$ cat src/rtl/mult_arb_pkg.sv
// rtl/mult_arb_pkg.sv - shared types, defaults and helpers for the multiplier arbiter
//
// Purpose: FSM state encoding, default NUM_REQ/OP_W and the index-width helper
// used by mult_arbiter, mult_arbiter_if and rr_picker.
// Ports: none (package).
package mult_arb_pkg;

   localparam int DEF_NUM_REQ = 4;
   localparam int DEF_OP_W    = 4;

   typedef enum logic [1:0] {
      ST_IDLE    = 2'd0,
      ST_START   = 2'd1,
      ST_WAIT    = 2'd2,
      ST_RELEASE = 2'd3
   } arb_state_t;

   // Width of an index into n entries; never narrower than one bit.
   function automatic int idx_w(input int n);
      return (n <= 2) ? 1 : $clog2(n);
   endfunction

endpackage

$ cat src/rtl/mult_arbiter_if.sv
// rtl/mult_arbiter_if.sv - requester and multiplier signal bundle for mult_arbiter
//
// Purpose: groups the requester-side and multiplier-side signals of the arbiter.
// Ports (signals):
//   Req, Multiplicando_In, Multiplicador_In          requester -> arbiter
//   Ack, Produto_Out, Err, Grant_Id, Busy            arbiter -> requesters
//   Mul_Multiplicando, Mul_Multiplicador, Mul_St     arbiter -> multiplier
//   Mul_Done, Mul_Idle, Mul_Produto                  multiplier -> arbiter
// Modports: slave = arbiter view, master = environment view.
interface mult_arbiter_if
   import mult_arb_pkg::*;
#(
   parameter int NUM_REQ = DEF_NUM_REQ,
   parameter int OP_W    = DEF_OP_W
) ();

   localparam int IW = idx_w(NUM_REQ);

   logic [NUM_REQ-1:0]      Req;
   logic [NUM_REQ*OP_W-1:0] Multiplicando_In;
   logic [NUM_REQ*OP_W-1:0] Multiplicador_In;
   logic [NUM_REQ-1:0]      Ack;
   logic [2*OP_W-1:0]       Produto_Out;
   logic                    Err;
   logic [IW-1:0]           Grant_Id;
   logic                    Busy;
   logic [OP_W-1:0]         Mul_Multiplicando;
   logic [OP_W-1:0]         Mul_Multiplicador;
   logic                    Mul_St;
   logic                    Mul_Done;
   logic                    Mul_Idle;
   logic [2*OP_W-1:0]       Mul_Produto;

   modport slave (
      input  Req, Multiplicando_In, Multiplicador_In,
      input  Mul_Done, Mul_Idle, Mul_Produto,
      output Ack, Produto_Out, Err, Grant_Id, Busy,
      output Mul_Multiplicando, Mul_Multiplicador, Mul_St
   );

   modport master (
      output Req, Multiplicando_In, Multiplicador_In,
      output Mul_Done, Mul_Idle, Mul_Produto,
      input  Ack, Produto_Out, Err, Grant_Id, Busy,
      input  Mul_Multiplicando, Mul_Multiplicador, Mul_St
   );

endinterface

$ cat src/rtl/mult_arbiter_rr_picker.sv
// rtl/mult_arbiter_rr_picker.sv - combinational round-robin priority picker
//
// Purpose: picks the first set request bit searching upward from ptr_i+1 with
// wrap-around; the entry at ptr_i itself has the lowest priority.
// Ports:
//   req_i    in  NUM_REQ  request vector
//   ptr_i    in  IW       index of the last winner
//   gnt_o    out IW       index of the winner (0 when none)
//   valid_o  out 1        at least one request set
module rr_picker #(
   parameter int NUM_REQ = 4,
   parameter int IW      = 2
) (
   input  logic [NUM_REQ-1:0] req_i,
   input  logic [IW-1:0]      ptr_i,
   output logic [IW-1:0]      gnt_o,
   output logic               valid_o
);

   int  idx;
   logic found;

   always_comb begin
      gnt_o = '0;
      found = 1'b0;
      idx   = 0;
      for (int k = 1; k <= NUM_REQ; k++) begin
         idx = int'(ptr_i) + k;
         if (idx >= NUM_REQ) begin
            idx = idx - NUM_REQ;
         end
         if (!found && req_i[idx]) begin
            gnt_o = IW'(idx);
            found = 1'b1;
         end
      end
   end

   assign valid_o = found;

endmodule

$ cat src/rtl/mult_arbiter.sv
// rtl/mult_arbiter.sv - round-robin arbiter sharing one shift-add multiplier
//
// Purpose: arbitrates NUM_REQ requesters onto one sequential multiplier, latches
// the winner's operands, pulses Mul_St, waits for Mul_Done and returns the
// product with a one-cycle one-hot Ack.
// Optional feature: define MULT_TIMEOUT_EN to enable a WAIT-state watchdog of
// TIMEOUT_CYC cycles that completes the operation with Err=1 and a zero product.
// Ports:
//   Clk     in   clock, rising edge
//   Rst_n   in   asynchronous active-low reset
//   arb_if  slave modport of mult_arbiter_if (requester and multiplier sides)
module mult_arbiter
   import mult_arb_pkg::*;
#(
   parameter int NUM_REQ     = DEF_NUM_REQ,
   parameter int OP_W        = DEF_OP_W,
   parameter int TIMEOUT_CYC = 32
) (
   input  logic          Clk,
   input  logic          Rst_n,
   mult_arbiter_if.slave arb_if
);

   localparam int IW = idx_w(NUM_REQ);
   localparam int PW = 2 * OP_W;

   arb_state_t          state_q, state_d;
   logic [IW-1:0]       ptr_q, ptr_d;
   logic [IW-1:0]       grant_q, grant_d;
   logic [OP_W-1:0]     mcand_q, mcand_d;
   logic [OP_W-1:0]     mplier_q, mplier_d;
   logic [NUM_REQ-1:0]  ack_q, ack_d;
   logic [PW-1:0]       prod_q, prod_d;
   logic                st_q, st_d;
   logic                timeout_hit;

   logic [IW-1:0]       pick_idx;
   logic                pick_vld;

   rr_picker #(
      .NUM_REQ (NUM_REQ),
      .IW      (IW)
   ) u_picker (
      .req_i   (arb_if.Req),
      .ptr_i   (ptr_q),
      .gnt_o   (pick_idx),
      .valid_o (pick_vld)
   );

`ifdef MULT_TIMEOUT_EN
   localparam int CW = $clog2(TIMEOUT_CYC + 1);

   logic [CW-1:0] cnt_q;
   logic          err_q;

   // Counter is held at 0 outside WAIT, so it reads 0 in the first WAIT cycle
   // and saturates at TIMEOUT_CYC.
   always_ff @(posedge Clk or negedge Rst_n) begin
      if (!Rst_n) begin
         cnt_q <= '0;
      end else if (state_q != ST_WAIT) begin
         cnt_q <= '0;
      end else if (cnt_q != CW'(TIMEOUT_CYC)) begin
         cnt_q <= cnt_q + 1'b1;
      end
   end

   assign timeout_hit = (state_q == ST_WAIT) && (cnt_q == CW'(TIMEOUT_CYC));

   // Err is only rewritten when an Ack is issued; a real Done wins over timeout.
   always_ff @(posedge Clk or negedge Rst_n) begin
      if (!Rst_n) begin
         err_q <= 1'b0;
      end else if ((state_q == ST_WAIT) && (arb_if.Mul_Done || timeout_hit)) begin
         err_q <= !arb_if.Mul_Done;
      end
   end

   assign arb_if.Err = err_q;
`else
   assign timeout_hit = 1'b0;
   assign arb_if.Err  = 1'b0;
`endif

   always_ff @(posedge Clk or negedge Rst_n) begin
      if (!Rst_n) begin
         state_q  <= ST_IDLE;
         ptr_q    <= IW'(NUM_REQ - 1);
         grant_q  <= '0;
         mcand_q  <= '0;
         mplier_q <= '0;
         ack_q    <= '0;
         prod_q   <= '0;
         st_q     <= 1'b0;
      end else begin
         state_q  <= state_d;
         ptr_q    <= ptr_d;
         grant_q  <= grant_d;
         mcand_q  <= mcand_d;
         mplier_q <= mplier_d;
         ack_q    <= ack_d;
         prod_q   <= prod_d;
         st_q     <= st_d;
      end
   end

   always_comb begin
      state_d  = state_q;
      ptr_d    = ptr_q;
      grant_d  = grant_q;
      mcand_d  = mcand_q;
      mplier_d = mplier_q;
      ack_d    = '0;
      prod_d   = prod_q;
      st_d     = 1'b0;

      case (state_q)
         ST_IDLE: begin
            // Mul_Idle guards against a multiplier still busy from before our reset.
            if (pick_vld && arb_if.Mul_Idle) begin
               grant_d  = pick_idx;
               ptr_d    = pick_idx;
               mcand_d  = arb_if.Multiplicando_In[int'(pick_idx)*OP_W +: OP_W];
               mplier_d = arb_if.Multiplicador_In[int'(pick_idx)*OP_W +: OP_W];
               st_d     = 1'b1;
               state_d  = ST_START;
            end
         end
         ST_START: begin
            state_d = ST_WAIT;
         end
         ST_WAIT: begin
            if (arb_if.Mul_Done) begin
               prod_d  = arb_if.Mul_Produto;
               ack_d   = NUM_REQ'(1) << grant_q;
               state_d = ST_RELEASE;
            end else if (timeout_hit) begin
               prod_d  = '0;
               ack_d   = NUM_REQ'(1) << grant_q;
               state_d = ST_RELEASE;
            end
         end
         ST_RELEASE: begin
            state_d = ST_IDLE;
         end
         default: begin
            state_d = ST_IDLE;
         end
      endcase
   end

   assign arb_if.Ack               = ack_q;
   assign arb_if.Produto_Out       = prod_q;
   assign arb_if.Grant_Id          = grant_q;
   assign arb_if.Busy              = (state_q != ST_IDLE);
   assign arb_if.Mul_Multiplicando = mcand_q;
   assign arb_if.Mul_Multiplicador = mplier_q;
   assign arb_if.Mul_St            = st_q;

endmodule

$ cat src/flat_wrapper.sv
// flat-port wrapper written by rule: the top's interface ports become plain ports
module mult_arbiter_flat import mult_arb_pkg::*;
#(
   parameter int NUM_REQ     = DEF_NUM_REQ,
   parameter int OP_W        = DEF_OP_W,
   parameter int TIMEOUT_CYC = 32
)
  (Clk, Rst_n, arb_if_Req, arb_if_Multiplicando_In, arb_if_Multiplicador_In, arb_if_Mul_Done, arb_if_Mul_Idle, arb_if_Mul_Produto, arb_if_Ack, arb_if_Produto_Out, arb_if_Err, arb_if_Grant_Id, arb_if_Busy, arb_if_Mul_Multiplicando, arb_if_Mul_Multiplicador, arb_if_Mul_St);
  mult_arbiter_if #(.NUM_REQ(NUM_REQ), .OP_W(OP_W)) arb_if_i ();
  input  logic Clk;
  input  logic Rst_n;
  input wire logic [$bits(arb_if_i.Req)-1:0] arb_if_Req;
  input wire logic [$bits(arb_if_i.Multiplicando_In)-1:0] arb_if_Multiplicando_In;
  input wire logic [$bits(arb_if_i.Multiplicador_In)-1:0] arb_if_Multiplicador_In;
  input wire logic [$bits(arb_if_i.Mul_Done)-1:0] arb_if_Mul_Done;
  input wire logic [$bits(arb_if_i.Mul_Idle)-1:0] arb_if_Mul_Idle;
  input wire logic [$bits(arb_if_i.Mul_Produto)-1:0] arb_if_Mul_Produto;
  output wire logic [$bits(arb_if_i.Ack)-1:0] arb_if_Ack;
  output wire logic [$bits(arb_if_i.Produto_Out)-1:0] arb_if_Produto_Out;
  output wire logic [$bits(arb_if_i.Err)-1:0] arb_if_Err;
  output wire logic [$bits(arb_if_i.Grant_Id)-1:0] arb_if_Grant_Id;
  output wire logic [$bits(arb_if_i.Busy)-1:0] arb_if_Busy;
  output wire logic [$bits(arb_if_i.Mul_Multiplicando)-1:0] arb_if_Mul_Multiplicando;
  output wire logic [$bits(arb_if_i.Mul_Multiplicador)-1:0] arb_if_Mul_Multiplicador;
  output wire logic [$bits(arb_if_i.Mul_St)-1:0] arb_if_Mul_St;
  assign arb_if_i.Req = arb_if_Req;
  assign arb_if_i.Multiplicando_In = arb_if_Multiplicando_In;
  assign arb_if_i.Multiplicador_In = arb_if_Multiplicador_In;
  assign arb_if_i.Mul_Done = arb_if_Mul_Done;
  assign arb_if_i.Mul_Idle = arb_if_Mul_Idle;
  assign arb_if_i.Mul_Produto = arb_if_Mul_Produto;
  assign arb_if_Ack = arb_if_i.Ack;
  assign arb_if_Produto_Out = arb_if_i.Produto_Out;
  assign arb_if_Err = arb_if_i.Err;
  assign arb_if_Grant_Id = arb_if_i.Grant_Id;
  assign arb_if_Busy = arb_if_i.Busy;
  assign arb_if_Mul_Multiplicando = arb_if_i.Mul_Multiplicando;
  assign arb_if_Mul_Multiplicador = arb_if_i.Mul_Multiplicador;
  assign arb_if_Mul_St = arb_if_i.Mul_St;
  mult_arbiter #(.NUM_REQ(NUM_REQ), .OP_W(OP_W), .TIMEOUT_CYC(TIMEOUT_CYC)) u_core (.Clk(Clk), .Rst_n(Rst_n), .arb_if(arb_if_i));
endmodule
$ cat config.mk
export PLATFORM = sky130hd
export DESIGN_NAME = mult_arbiter_flat
export DESIGN_NICKNAME = d
export VERILOG_FILES = /design/src/rtl/mult_arb_pkg.sv /design/src/rtl/mult_arbiter_if.sv /design/src/rtl/mult_arbiter_rr_picker.sv /design/src/rtl/mult_arbiter.sv /design/src/flat_wrapper.sv
export SDC_FILE = /design/constraint.sdc
export NUM_CORES = 1
export LEC_CHECK = 0
export ABC_CLOCK_PERIOD_IN_PS = 3400
export CORE_MARGIN = 1
export CORE_UTILIZATION = 45
export DETAILED_ROUTE_END_ITERATION = 6
export DONT_BUFFER_PORTS = 1
export HOLD_SLACK_MARGIN = 0.06
export SYNTH_ARGS = -nofsm -noshare
export SYNTH_HDL_FRONTEND = slang
export SYNTH_SLANG_ARGS = --single-unit
export TNS_END_PERCENT = 30
$ cat constraint.sdc
create_clock -name Clk -period 3.4 [get_ports Clk]
set_input_delay 1.02 -clock Clk [delete_from_list [all_inputs] [get_ports Clk]]
set_output_delay 1.02 -clock Clk [all_outputs]
set_load 0.1 [all_outputs]
==> results of run 1 <==
==> path summary, 6_finish.rpt <==
check                           slack (ps)  cells past startpoint                                              to                     startpoint
worst max-delay path                   750                      3                                     arb_if_Busy  u_core.state_q[0]$_DFFE_PN0P_
worst min-delay path                   380                      0                  u_core.arb_if.Mul_St$_DFF_PN0_                          Rst_n
worst max register to register        1300                      5  u_core.arb_if.Mul_Multiplicador[2]$_DFFE_PN0P_    u_core.ptr_q[1]$_DFFE_PN1P_
worst min register to register         520                      1                   u_core.state_q[0]$_DFFE_PN0P_  u_core.state_q[0]$_DFFE_PN0P_
max in group asynchronous             2850                      0                     u_core.ptr_q[0]$_DFFE_PN1P_                          Rst_n
min in group Clk                       520                      1                   u_core.state_q[0]$_DFFE_PN0P_  u_core.state_q[0]$_DFFE_PN0P_
==> state kept, by name, indices dropped and copies added, names as in the netlist <==
name	flops
u_core.arb_if.Mul_St	1
u_core.arb_if.Mul_Multiplicando	4
u_core.arb_if.Mul_Multiplicador	4
u_core.ptr_q	2
u_core.arb_if.Ack	4
u_core.state_q	2
u_core.arb_if.Produto_Out	8
u_core.arb_if.Grant_Id	2
==> cells by family after synthesis <==
group,share of synthesized area [%]
buffers and inverters,3.81
AOI/OAI and AO/OA,22.1
DFF,48.0
and+or+nand+nor,16.7
adders and majority gates,2.66
other,0.265
muxes,6.38
==> metal layers <==
metal | track usage (%) | share of wire [%] | wire [um] | vias to the layer above
met5 | 0 | 0 | 0 | -
met4 | 3.06 | 0.40 | 12 | 0
met3 | 6.70 | 8.6 | 261 | 2
met2 | 33.2 | 51 | 1550 | 39
met1 | 24.0 | 40 | 1210 | 487
li1 | - | - | - | 491
==> worst register-to-register path, delay by kind of cell (launching register included) <==
kind | cells | cell delay, ps
AOI/OAI and AO/OA | 3 | 1110
DFF | 1 | 610
and+or+nand+nor | 1 | 190
buffers and inverters | 1 | 60
==> stage by stage <==
| stage | cells | hold slack, ps |
|---|---|---|
| 4_1_cts | 163 | 363 |
| 3_5_place_dp | 159 | 497 |
| 3_3_place_gp | 159 | 480 |
| 2_1_floorplan | 132 | 470 |
| 5_1_grt | 163 | 343 |
| 6_report | 163 | 382 |
==> cell usage after synthesis, types with 2 or more instances <==
cell type / n / area [um2]
nand2_1: 12 / 45.0
ha_1: 3 / 37.5
inv_1: 4 / 15.0
mux2_2: 8 / 90.1
a2111oi_0: 8 / 70.1
nor3b_1: 3 / 22.5
a211oi_1: 8 / 60.1
o21ai_1: 2 / 10.0
dfrtp_1: 25 / 626
a21oi_1: 12 / 60.1
buf_4: 2 / 15.0
dfstp_2: 2 / 52.6
o31a_1: 8 / 70.1
a21oi_2: 2 / 17.5
nand2b_1: 4 / 25.0
nor2_1: 12 / 45.0
nor3_4: 2 / 32.5
==> cell type report <==
type,count,area (um2)
inverters,6,25.0
fillers,281,1400
repair buffers,1,7.51
multi-input cells,94,681
well taps,31,38.8
clock buffers,4,26.3
flip-flops and latches,27,678
==> metrics.yaml, run 1 <==
outcome: "finished, violations left"
violations: "design-rule violations"
postLayoutCoreUtil_pct: 51.1
antenna_cells: 0
nets: 184
wl_per_cell_um: 18.6
clk_pin_slew_ps: 130
synth.avg_cell_area_um2: 10.7
layout_common_cells: "dfrtp_1 (25), nand2_1 (12), nor2_1 (12), a21oi_1 (12)"
postCtsResizedCells: 0
grt_usage_pct: 19.3
fin_crit_sh_pct: 77.8
antenna_found_initial: 0
std_cell_rows: 19
synthDistinctLibCells: 32
fp.dieH_um: 58.0
place_congestion: 0.788
port_buffers: 0
area_growth_pct: 3.10
tritoncts: "built"
cp_cell_sequence: "inv_1 > ha_1 > inv_1"
rsz0062_at_grt: "no"
crit_path_start_kind: "flop"
cp_top_family: "buffers and inverters"
initial_core_util_pct: 49.5
maxSlewViolCount: 0
cp.buffers_inverters: 2
period_minus_slack_ps: 2650
detailedPlace.worstSlack_ps: 742
fp.coreArea_um2: 2850
die_area_um2: 3370
layout_commonest_cell: "dfrtp_1"
crit_top_cell: "inv_1"
clockBufferDepth: 2
grt_pass1_wl_um: 4910
grt_pass1_vias: 1045
die_x_um: 58.0
crit_slowest_cell: "inv_1"
hold_class: "in -> async"
syn_area_um2: 1410
htree_levels: 1
worstMarginPinSlew_ps: 1010
cp.required_ps: 2380
final_area_um2: 1460
routed_wl_um: 3030
skew_ps: 2.45
setup_viol: 0
yosysSeqAreaShare_pct: 48.0
synth_ff_type: "dfrtp_1"
synth_cells: 132
grt_start_max_net_pins: 28
avgViaCountPerCell: 6.25
vias: 1019
endpoint_kind: "output port"
ant_nets: 0
finalSetupTns_ps: 0
cts_root_buffer: "clkbuf_4"
slowest_delay_ps: 630
place_area_um2: 1430
io_pins: 73
cts_made_buffers: 3
relSlewSlack_pct: 32.7
cts_sinks: 27
arrival_ps: 1630
yosys_warnings: 0
overflow: 0
synth_nets: 183
remaining_drc_errors: 3
cts_setup_buffers: 0
path_class: "reg -> out"
drive_above_1_share_pct: 18.2
dr.pass1.iters: 6
hold_viol: 0
async_flop_share_pct: 100
crit_fanout: 3
ys_ff_latch: 27
fin_ws_ps: 755
drv_cap: 0
synth_edf_count: 0
fmax_mhz: 378
insertion_delay_ps: 310
place_hpwl_um: 2310
drt_iter0_drc: 48
cts_hold_buf: 0
Power of run 1 is not shown: default switching activity piles up to over one toggle a cycle in this logic, so the estimate is an artifact.
==> run 2: changes to the inputs <==
ABC_CLOCK_PERIOD_IN_PS = 2200   (was 3400)
clock period = 2.2 ns   (was 3.4 ns; I/O delays follow)
==> run 2 against run 1 <==
  * The flow still finishes with violations (design-rule violations)
  * Routed wire length is 8.9% higher
  * Final area up 12%
  * Critical endpoint is now u_core.arb_if.Mul_Multiplicador[3]$_DFFE_PN0P_
  * First-iteration DRC count shrank 29%
  * Count of clock-buffer cells in the layout unchanged
  * Global-route usage up 1.8 points
  * Utilization grew 6.3 points
  * Final cell count is 13% higher
  * Hold slack worse by 250 ps
  * Register-to-register slack worse by 1100 ps
  * Flip-flop and latch count is the same
  * Non-clock buffer count is 22 higher
==> metrics.yaml, run 2 (synthesis gave the netlist of run 1 again) <==
outcome: "finished, violations left"
violations: "design-rule violations"
period_minus_slack_ps: 2040
crit_path_start_kind: "flop"
finalSetupTns_ps: 0
antenna_cells: 0
place_hpwl_um: 2530
cp.required_ps: 2410
clockBufferDepth: 2
layout_common_cells: "dfrtp_1 (25), buf_4 (22), nand2_1 (12), nor2_1 (12), a21oi_1 (12)"
maxSlewViolCount: 0
drive_above_1_share_pct: 29.9
cts_sinks: 27
nets: 206
fmax_mhz: 490
slowest_delay_ps: 580
initial_core_util_pct: 49.5
drv_cap: 0
setup_viol: 0
cts_made_buffers: 3
largest_reg_flops: 8
antenna_found_initial: 0
fin_crit_sh_pct: 92.7
drt_iter0_drc: 34
ant_nets: 0
endpoint_kind: "flop"
insertion_delay_ps: 310
cp_top_family: "compound AO/OA/AOI/OAI gates"
hold_class: "in -> async"
grt_pass1_vias: 1110
routed_wl_um: 3300
worstMarginPinSlew_ps: 912
grt_start_max_net_pins: 26
crit_top_cell: "buf_4"
std_cell_rows: 19
rsz0062_at_grt: "no"
vias: 1100
htree_levels: 1
layout_commonest_cell: "dfrtp_1"
grt_pass1_wl_um: 5360
fillCellCount: 273
tritoncts: "built"
cp.buffers_inverters: 2
cts_root_buffer: "clkbuf_4"
hold_viol: 0
clk_pin_slew_ps: 130
place_congestion: 0.796
avgViaCountPerCell: 5.95
fp.coreArea_um2: 2850
cts_setup_buffers: 0
dr.pass1.iters: 7
grt_usage_pct: 21.1
relSlewSlack_pct: 39.2
die_x_um: 58.0
crit_slowest_cell: "dfstp_2"
port_buffers: 0
detailedPlace.worstSlack_ps: 8.83
wl_per_cell_um: 17.8
area_growth_pct: 15.8
fin_ws_ps: 160
remaining_drc_errors: 2
path_class: "reg -> reg"
crit_fanout: 9
cp_cell_sequence: "nand2b_1 > a21oi_2 > buf_4 > o31a_1 > a2111oi_1 > buf_4 > a211oi_1"
overflow: 0
arrival_ps: 2250
io_pins: 73
fp.dieH_um: 58.0
holdWs_ps: 137
skew_ps: 2.23
die_area_um2: 3370
## run 2: cell count changes in the layout (fill, tap and decap cells not counted), sizes merged
cell	previous run	this run
buf	1	23
## run 2: repair_timing
item	4_1_cts	5_1_grt
endpoints found under the hold margin	25	0
resized for setup	0	1
hold buffers	1	0
setup endpoints to repair	0	1
## run 2: final cells by class
cell class | instances | area [um2] | share of cell area [%]
inverter | 6 | 25.0 | 1.53
clock buffer | 4 | 26.3 | 1.61
multi-input combinational | 94 | 682 | 41.7
timing repair buffer | 23 | 185 | 11.3
tap | 31 | 38.8 | 2.37
sequential | 27 | 678 | 41.5
## run 2: final timing paths
check / from / to / slack [ps] / depth (start not counted)
hold / removal: Rst_n / u_core.arb_if.Mul_Multiplicando[1]$_DFFE_PN0P_ / 140 / 1
hold reg to reg: u_core.arb_if.Grant_Id[1]$_DFFE_PN0P_ / u_core.arb_if.Grant_Id[1]$_DFFE_PN0P_ / 520 / 2
setup / recovery: u_core.ptr_q[0]$_DFFE_PN1P_ / u_core.arb_if.Mul_Multiplicador[3]$_DFFE_PN0P_ / 160 / 7
setup reg to reg: u_core.ptr_q[0]$_DFFE_PN1P_ / u_core.arb_if.Mul_Multiplicador[3]$_DFFE_PN0P_ / 160 / 7
min in group Clk: arb_if_Multiplicador_In[13] / u_core.arb_if.Mul_Multiplicador[1]$_DFFE_PN0P_ / 460 / 2
max in group asynchronous: Rst_n / u_core.arb_if.Produto_Out[4]$_DFFE_PN0P_ / 1920 / 1
## run 2: routing by layer
metal / vias up / wire length (um) / GRT usage [%]
met3: 2 / 236 / 5.58
met1: 525 / 1350 / 26.0
met4: 0 / 16 / 4.08
met5: - / 0 / 0
li1: 532 / - / -
met2: 41 / 1700 / 37.3
## run 2: worst reg2reg max path: cells and delay by family (launching register included)
family | cells | cell delay (ps)
AND/OR/NAND/NOR | 1 | 170
AO/OA/AOI/OAI | 4 | 850
buffers and inverters | 2 | 350
flip-flops | 1 | 580
## run 2: metrics by stage
stage	utilization [%]	instance area (um2)	instances
after floorplan	-	1410	132
after global placement	55.7	1590	180
after global routing	57.3	1640	185
after detailed placement	55.7	1590	180
after CTS	57.3	1630	185
final	57.3	1640	185
Power of run 2 is left out for the same reason.
